### config.mk
export PLATFORM = sky130hd
export DESIGN_NAME = lo_edge_reader_flat
export DESIGN_NICKNAME = d
export VERILOG_FILES = /design/src/rtl/lo_reader_pkg.sv /design/src/rtl/lo_edge_reader_if.sv /design/src/rtl/lo_ssp_tx.sv /design/src/rtl/lo_edge_reader.sv /design/src/flat_wrapper.sv
export SDC_FILE = /design/constraint.sdc
export NUM_CORES = 1
export LEC_CHECK = 0
export ABC_AREA = 0
export BUFFER_PORTS_ARGS = -buffer_cell sky130_fd_sc_hd__buf_2
export CAP_MARGIN = 20
export CORE_UTILIZATION = 29
export CTS_CLUSTER_SIZE = 10
export DETAILED_ROUTE_END_ITERATION = 12
export REMOVE_ABC_BUFFERS = 1
export SLEW_MARGIN = 25
export SYNTH_ARGS = -nofsm -noshare
export SYNTH_HDL_FRONTEND = slang
export SYNTH_HIERARCHICAL = 1
export SYNTH_SLANG_ARGS = --single-unit
### constraint.sdc
create_clock -name pck0 -period 6.35 [get_ports pck0]
set_clock_uncertainty 0.15 [all_clocks]
set_input_delay 0.3175 -clock pck0 [delete_from_list [all_inputs] [get_ports pck0]]
set_output_delay 0.3175 -clock pck0 [all_outputs]
set_load 0.02 [all_outputs]
### src/rtl/lo_reader_pkg.sv
// Shared constants, event-word layout and shifter state type for the LF reader front end.
package lo_reader_pkg;

   localparam int EVT_W = 8;
   localparam int IVL_W = 7;

   localparam logic [7:0]       HI_TH_DEF   = 8'd200;
   localparam logic [7:0]       LO_TH_DEF   = 8'd64;
   localparam logic [IVL_W-1:0] MAX_IVL_DEF = 7'd127;

   // div_cnt value, in the low carrier half, at which the ADC sample is taken
   localparam logic [7:0] STROBE_PH = 8'd7;

   localparam int EVT_LVL_BIT = 7;
   localparam int EVT_IVL_MSB = 6;
   localparam int EVT_IVL_LSB = 0;

   typedef enum logic {SH_IDLE, SH_ACTIVE} sh_state_t;

   function automatic logic [EVT_W-1:0] mk_evt(input logic lvl, input logic [IVL_W-1:0] ivl);
      logic [EVT_W-1:0] w;
      w = '0;
      w[EVT_LVL_BIT] = lvl;
      w[EVT_IVL_MSB:EVT_IVL_LSB] = ivl;
      return w;
   endfunction

endpackage

### src/rtl/lo_edge_reader_if.sv
// SSP link between the reader front end (master, owns the bit clock) and the ARM (slave).
interface lo_edge_reader_if;
   logic ssp_clk;
   logic ssp_frame;
   logic ssp_din;
   logic ssp_dout;

   modport master (output ssp_clk, ssp_frame, ssp_din, input ssp_dout);
   modport slave  (input ssp_clk, ssp_frame, ssp_din, output ssp_dout);
endinterface

### src/rtl/lo_ssp_tx.sv
// Event word serializer: one pending slot plus a shifter, MSB out 1-8 cycles after evt_valid when idle.
// No backpressure: a word arriving while the pending slot stays full is dropped and ovf latches.
module lo_ssp_tx
   import lo_reader_pkg::*;
(
   input  logic             pck0,
   input  logic             rst,
   input  logic             evt_valid,
   input  logic [EVT_W-1:0] evt_word,
   output logic             ssp_clk,
   output logic             ssp_frame,
   output logic             ssp_din,
   output logic             ovf
);

   sh_state_t        state_q, state_d;
   logic [2:0]       sclk_cnt_q, sclk_cnt_d;
   logic [2:0]       bit_cnt_q, bit_cnt_d;
   logic [EVT_W-1:0] pend_q, pend_d;
   logic [EVT_W-1:0] sh_q, sh_d;
   logic             pend_vld_q, pend_vld_d;
   logic             frame_q, frame_d;
   logic             din_q, din_d;
   logic             ovf_q, ovf_d;
   logic             tick;
   logic             load_sh;

   assign tick = (sclk_cnt_q == 3'd7);

   always_comb begin
      sclk_cnt_d = sclk_cnt_q + 3'd1;
      state_d    = state_q;
      bit_cnt_d  = bit_cnt_q;
      sh_d       = sh_q;
      frame_d    = frame_q;
      din_d      = din_q;
      pend_d     = pend_q;
      pend_vld_d = pend_vld_q;
      ovf_d      = ovf_q;
      load_sh    = 1'b0;

      if (tick) begin
         // A finished bit 0 hands straight over to the next word, keeping words contiguous
         load_sh = pend_vld_q && (state_q == SH_IDLE || bit_cnt_q == 3'd0);
         frame_d = 1'b0;
         if (load_sh) begin
            state_d   = SH_ACTIVE;
            sh_d      = pend_q;
            bit_cnt_d = 3'd7;
            din_d     = pend_q[EVT_W-1];
            frame_d   = 1'b1;
         end else if (state_q == SH_ACTIVE) begin
            if (bit_cnt_q == 3'd0) begin
               state_d = SH_IDLE;
               din_d   = 1'b0;
            end else begin
               bit_cnt_d = bit_cnt_q - 3'd1;
               din_d     = sh_q[bit_cnt_q - 3'd1];
            end
         end
      end

      if (evt_valid) begin
         if (pend_vld_q && !load_sh) begin
            ovf_d = 1'b1;
         end else begin
            pend_d     = evt_word;
            pend_vld_d = 1'b1;
         end
      end else if (load_sh) begin
         pend_vld_d = 1'b0;
      end
   end

   always_ff @(posedge pck0) begin
      if (rst) begin
         state_q    <= SH_IDLE;
         sclk_cnt_q <= '0;
         bit_cnt_q  <= '0;
         sh_q       <= '0;
         pend_q     <= '0;
         pend_vld_q <= 1'b0;
         frame_q    <= 1'b0;
         din_q      <= 1'b0;
         ovf_q      <= 1'b0;
      end else begin
         state_q    <= state_d;
         sclk_cnt_q <= sclk_cnt_d;
         bit_cnt_q  <= bit_cnt_d;
         sh_q       <= sh_d;
         pend_q     <= pend_d;
         pend_vld_q <= pend_vld_d;
         frame_q    <= frame_d;
         din_q      <= din_d;
         ovf_q      <= ovf_d;
      end
   end

   assign ssp_clk   = sclk_cnt_q[2];
   assign ssp_frame = frame_q;
   assign ssp_din   = din_q;
   assign ovf       = ovf_q;

endmodule

### src/rtl/lo_edge_reader.sv
// LF reader front end: carrier divider, per-period ADC strobe, hysteresis slicer and interval timer.
// Level-change/timeout words reach lo_ssp_tx on the strobe cycle; excess words are dropped (dbg sticky).
module lo_edge_reader
   import lo_reader_pkg::*;
#(
   parameter logic [7:0]       HI_TH   = HI_TH_DEF,
   parameter logic [7:0]       LO_TH   = LO_TH_DEF,
   parameter logic [IVL_W-1:0] MAX_IVL = MAX_IVL_DEF
) (
   input  logic             pck0,
   input  logic             rst,
   input  logic [7:0]       divisor,
   input  logic [7:0]       adc_d,
   output logic             adc_clk,
   output logic             pwr_lo,
   output logic             pwr_hi,
   output logic             pwr_oe1,
   output logic             pwr_oe2,
   output logic             pwr_oe3,
   output logic             pwr_oe4,
   input  logic             cross_hi,
   input  logic             cross_lo,
   output logic             dbg,
   lo_edge_reader_if.master ssp
);

   logic [7:0]       div_cnt_q, div_cnt_d;
   logic             carrier_q, carrier_d;
   logic             level_q, level_d;
   logic             sat_q, sat_d;
   logic [IVL_W-1:0] ivl_q, ivl_d;
   logic [IVL_W-1:0] ivl_inc;
   logic             slice;
   logic             strobe;
   logic             field_en;
   logic             evt_vld;
   logic [EVT_W-1:0] evt_word;
   logic             unused_cross;

   assign field_en     = ssp.ssp_dout;
   assign strobe       = (div_cnt_q == STROBE_PH) && !carrier_q && (divisor >= STROBE_PH);
   assign unused_cross = cross_hi ^ cross_lo;

   always_comb begin
      div_cnt_d = div_cnt_q + 8'd1;
      carrier_d = carrier_q;
      level_d   = level_q;
      ivl_d     = ivl_q;
      sat_d     = sat_q;
      evt_vld   = 1'b0;
      evt_word  = '0;
      slice     = level_q;
      ivl_inc   = (ivl_q == MAX_IVL) ? MAX_IVL : ivl_q + IVL_W'(1);

      if (div_cnt_q == divisor) begin
         div_cnt_d = '0;
         carrier_d = ~carrier_q;
      end

      if (adc_d >= HI_TH) begin
         slice = 1'b1;
      end else if (adc_d <= LO_TH) begin
         slice = 1'b0;
      end

      if (!field_en) begin
         level_d = 1'b0;
         ivl_d   = '0;
         sat_d   = 1'b0;
      end else if (strobe) begin
         if (slice != level_q) begin
            evt_vld  = 1'b1;
            evt_word = mk_evt(slice, ivl_inc);
            level_d  = slice;
            ivl_d    = '0;
            sat_d    = 1'b0;
         end else begin
            ivl_d = ivl_inc;
            // A single timeout word per run; sat blocks repeats until the next edge
            if (ivl_inc == MAX_IVL && !sat_q) begin
               evt_vld  = 1'b1;
               evt_word = mk_evt(level_q, MAX_IVL);
               sat_d    = 1'b1;
            end
         end
      end
   end

   always_ff @(posedge pck0) begin
      if (rst) begin
         div_cnt_q <= '0;
         carrier_q <= 1'b0;
         level_q   <= 1'b0;
         ivl_q     <= '0;
         sat_q     <= 1'b0;
      end else begin
         div_cnt_q <= div_cnt_d;
         carrier_q <= carrier_d;
         level_q   <= level_d;
         ivl_q     <= ivl_d;
         sat_q     <= sat_d;
      end
   end

   assign adc_clk = ~carrier_q;
   assign pwr_lo  = carrier_q & field_en;
   assign pwr_hi  = 1'b0;
   assign pwr_oe1 = 1'b0;
   assign pwr_oe2 = 1'b0;
   assign pwr_oe3 = 1'b0;
   assign pwr_oe4 = 1'b0;

   lo_ssp_tx u_ssp_tx (
      .pck0      (pck0),
      .rst       (rst),
      .evt_valid (evt_vld),
      .evt_word  (evt_word),
      .ssp_clk   (ssp.ssp_clk),
      .ssp_frame (ssp.ssp_frame),
      .ssp_din   (ssp.ssp_din),
      .ovf       (dbg)
   );

endmodule
### src/flat_wrapper.sv
// flat-port wrapper written by rule: the top's interface ports become plain ports
module lo_edge_reader_flat import lo_reader_pkg::*;
#(
   parameter logic [7:0]       HI_TH   = HI_TH_DEF,
   parameter logic [7:0]       LO_TH   = LO_TH_DEF,
   parameter logic [IVL_W-1:0] MAX_IVL = MAX_IVL_DEF
)
  (pck0, rst, divisor, adc_d, adc_clk, pwr_lo, pwr_hi, pwr_oe1, pwr_oe2, pwr_oe3, pwr_oe4, cross_hi, cross_lo, dbg, ssp_ssp_clk, ssp_ssp_frame, ssp_ssp_din, ssp_ssp_dout);
  lo_edge_reader_if ssp_i ();
  input  logic pck0;
  input  logic rst;
  input  logic [7:0] divisor;
  input  logic [7:0] adc_d;
  output logic adc_clk;
  output logic pwr_lo;
  output logic pwr_hi;
  output logic pwr_oe1;
  output logic pwr_oe2;
  output logic pwr_oe3;
  output logic pwr_oe4;
  input  logic cross_hi;
  input  logic cross_lo;
  output logic dbg;
  output wire logic [$bits(ssp_i.ssp_clk)-1:0] ssp_ssp_clk;
  output wire logic [$bits(ssp_i.ssp_frame)-1:0] ssp_ssp_frame;
  output wire logic [$bits(ssp_i.ssp_din)-1:0] ssp_ssp_din;
  input wire logic [$bits(ssp_i.ssp_dout)-1:0] ssp_ssp_dout;
  assign ssp_ssp_clk = ssp_i.ssp_clk;
  assign ssp_ssp_frame = ssp_i.ssp_frame;
  assign ssp_ssp_din = ssp_i.ssp_din;
  assign ssp_i.ssp_dout = ssp_ssp_dout;
  lo_edge_reader #(.HI_TH(HI_TH), .LO_TH(LO_TH), .MAX_IVL(MAX_IVL)) u_core (.pck0(pck0), .rst(rst), .divisor(divisor), .adc_d(adc_d), .adc_clk(adc_clk), .pwr_lo(pwr_lo), .pwr_hi(pwr_hi), .pwr_oe1(pwr_oe1), .pwr_oe2(pwr_oe2), .pwr_oe3(pwr_oe3), .pwr_oe4(pwr_oe4), .cross_hi(cross_hi), .cross_lo(cross_lo), .dbg(dbg), .ssp(ssp_i));
endmodule
==> summary.txt <==
Critical path
  – Critical path data arrival time: between 2 and 3 ns
  – R2R Setup Slk: 3.40 ns
  – Required time of the critical path: between 6 and 7 ns
  – Slowest cell on the critical path: o311a_1
  – R2r startpoint: u_core/div_cnt_q[0]
  – Critical Path Max Stage Delay: just over 0.5 ns
  – Most used cell, CP: inv_1
  – Cell chain of the critical path: ha_1 -> nor4bb_1 -> o311a_1 -> nand2_1 -> a21o_1 -> inv_1 -> inv_1 -> o21ai_0 -> a21oi_1
  – CP Capture Type: register
  – Reg-to-Reg End: u_core/u_ssp_tx/pend_q[3]
  – Max Fanout on Critical Path: 12
  – Worst setup path class: reg2reg
  – Worst reg2reg path depth: 9
  – Startpoint Class: register

Synthesis
  – Dominant cell type by area after synthesis: dfxtp_1
  – Dominant synthesized flop cell: dfxtp_1
  – Synth Cell Area: 2286 sq um
  – Share of the synthesized area in the top cell type: 39.41%
  – Average size of a mapped cell: 8.106 sq um
  – Post-synth EDFFs: 0
  – Cell variety after synth: 48
  – Commonest cells post-synth: dfxtp_1 (45), a21oi_1 (36), nand2_1 (27)
  – Register area share after synthesis: 39.41%
  – Post-Synthesis Cells: around 280
  – Synth top area cells: dfxtp_1 (39%), a21oi_1 (7.9%), xnor2_1 (4.6%)
  – FF+latch count, synth: 45
  – Top-count cell post-synth: dfxtp_1
  – Synth warnings: 6
  – Share of flip-flops with an asynchronous set or reset: 0%

Route
  – First-pass DRT Iterations: 4
  – Starting DRT DRC Count: about 120
  – DRC Markers: 0
  – WL final: around 4600 um
  – DR vias: 1964
  – DR vias/cell: roughly 4.9
  – Antenna Nets Post-Route: 0
  – WL/cell: about 12 um

Clock network
  – # clock sinks: 45
  – Post-CTS setup buffers: 0
  – CTS tree: yes
  – CTS resizes: 0
  – CTS root buf: clkbuf_8
  – H-tree Lvls: 2
  – Clk pin slew, worst setup/hold paths: 0.09 ns
  – Skew-Pair Late Insertion Delay: 0.30 ns
  – CTS Buffer Depth: 2
  – Hold_buf cts: 0
  – Total CTS buffers: 5

Layout
  – Final non-filler cell total: ~400
  – Syn-to-layout area delta: 11.99%
  – Share of layout cells above drive strength 1: between 10% and 20%
  – Nets: about 330
  – Antenna diode count: 0
  – Final core occ: approximately 33%
  – Final Instance Area: approximately 2600 sq um

Placed design
  – Global placement routability congestion: approximately 0.85
  – Cell total after placement: 395
  – Area after DPL: around 2400 sq um
  – Buffers on Ports: 24
  – Detail Placement HPWL: 3406 um

Timing
  – Peak Freq: 339.4 MHz
  – Setup TNS: 0 ns
  – RSZ-0062 raised after global routing: false
  – Final Hold Viols: 0
  – Worst-Margin Slew: about 0.69 ns
  – Period Utilization, post-route: 46.40%
  – Tmin final: around 2.9 ns
  – Final setup viols: 0
  – Slew Limit Fails: 0
  – Slew margin rel.: a little over half

Pwr
  – Power density over the cells: 210.1 nW/um^2
  – Total power: 537.9 uW
  – Leak: around 0.00086 uW
  – Maximum VDD drop: just under 0.0001 V

Global route
  – Total grt overflow: 0
  – First-pass GRT wire length: around 8000 um
  – All-Layer GR Usage: between 10% and 20%
  – Vias in the first global route: roughly 1900
  – Pin count of the biggest net entering global routing: 31
  – Antenna violations before repair: 0

Flow run
  – # Max-Cap Violations: 0

Worst hold path
  – HP Class: reg2reg
  – Worst Hold Endpoint: u_core/u_ssp_tx/sclk_cnt_q[0]
  – Hold path start: u_core/u_ssp_tx/sclk_cnt_q[0]
  – Hold path depth: 1

Status
  – Status: complete, no violations

Floorplan
  – Full die area: between 8000 and 9000 sq um
  – Core ar.: just under 8000 sq um
  – Num rows: 32
  – Die Y-Extent: between 90 and 100 um
  – Die Wd: slightly above 90 um
  – IO Pins: 32
  – Starting density of the core: slightly below 30%
cells in the final DEF, fill, tap and decap left out, types with 4 or more instances in the layout:
cell type	count
conb_1	5
nor2_1	26
nor3_1	5
ha_1	6
a31oi_1	4
dfxtp_1	45
buf_2	24
inv_1	12
and3_1	4
clkbuf_8	5
nand3_1	20
o21ai_0	18
nor2b_1	4
nand2_1	27
a21oi_1	36
xor2_1	5
xnor2_1	12
through the flow:
step | setup WS [ns] | hold WS (ns)
floorplan | 3.877 | 0.2342
global placement | 3.434 | 0.2585
detailed placement | 3.396 | 0.2627
CTS | 3.389 | 0.2759
global route | 3.142 | 0.2942
finish | 3.404 | 0.2763
sequential cells by signal, summed over array words and instances, names as in the netlist:
name,cells
u_core/u_ssp_tx/bit_cnt_q,3
u_core/u_ssp_tx/ssp_frame,1
u_core/ivl_q,7
u_core/sat_q,1
u_core/u_ssp_tx/sclk_cnt_q,3
u_core/u_ssp_tx/pend_vld_q,1
u_core/u_ssp_tx/ovf,1
u_core/div_cnt_q,8
u_core/carrier_q,1
u_core/u_ssp_tx/pend_q,8
u_core/level_q,1
u_core/u_ssp_tx/ssp_din,1
u_core/u_ssp_tx/state_q,1
u_core/u_ssp_tx/sh_q,8
report_power, final:
group          switching (uW)  internal (uW)  total (uW)
combinational            19.3           13.3        32.6
sequential               2.62            285         288
clock                    99.2            118         217
total                     121            417         538
routing by layer:
layer | part of all wire, % | GRT usage, % | vias to the layer above
met1 | 48 | 13.59 | 918
met4 | 1.2 | 4.762 | 0
met3 | 2.9 | 2.778 | 4
met2 | 48 | 21.21 | 27
li1 | - | - | 1015
met5 | 0 | 0 | -
worst max-delay path, delay by kind of cell, from the launching register on:
family / cells / cell delay [ns]
AOI/OAI and AO/OA: 4 / 1.05
and+or+nand+nor: 2 / 0.55
buffers and inverters: 2 / 0.44
DFF: 1 / 0.38
adders and majority gates: 1 / 0.24
worst max-delay path by stage:
stage	from	end	slack, ns	cells past startpoint
floorplan	u_core/div_cnt_q[0]	u_core/u_ssp_tx/pend_q[0]	3.88	9
global placement	u_core/div_cnt_q[0]	u_core/u_ssp_tx/pend_q[3]	3.43	9
detailed placement	u_core/div_cnt_q[0]	u_core/u_ssp_tx/pend_q[3]	3.40	9
CTS	u_core/div_cnt_q[0]	u_core/u_ssp_tx/pend_q[3]	3.39	9
global route	u_core/div_cnt_q[0]	u_core/u_ssp_tx/pend_q[4]	3.14	9
finish	u_core/div_cnt_q[0]	u_core/u_ssp_tx/pend_q[3]	3.40	9
kinds of logic after synthesis:
group           count (synthesis)  share of synthesized area, %
fa+ha+maj                       6                         3.284
simple gates                  102                         21.35
other cells                     1                        0.1640
flops                          45                         39.41
mux                             3                         1.861
compound gates                 79                         21.07
xor+xnor                       17                         6.513
buf+inv                        29                         6.349
layout make-up:
type | instances | area, sq um
clock buffer | 6 | 72.57
tap | 102 | 127.6
fill | 859 | 5127
multi-input combinational | 212 | 1255
clock inverter | 2 | 38.79
timing repair buffer | 24 | 120.1
inverter | 12 | 45.04
sequential | 45 | 900.9
Note: power is estimated with default switching activity, not from simulation.
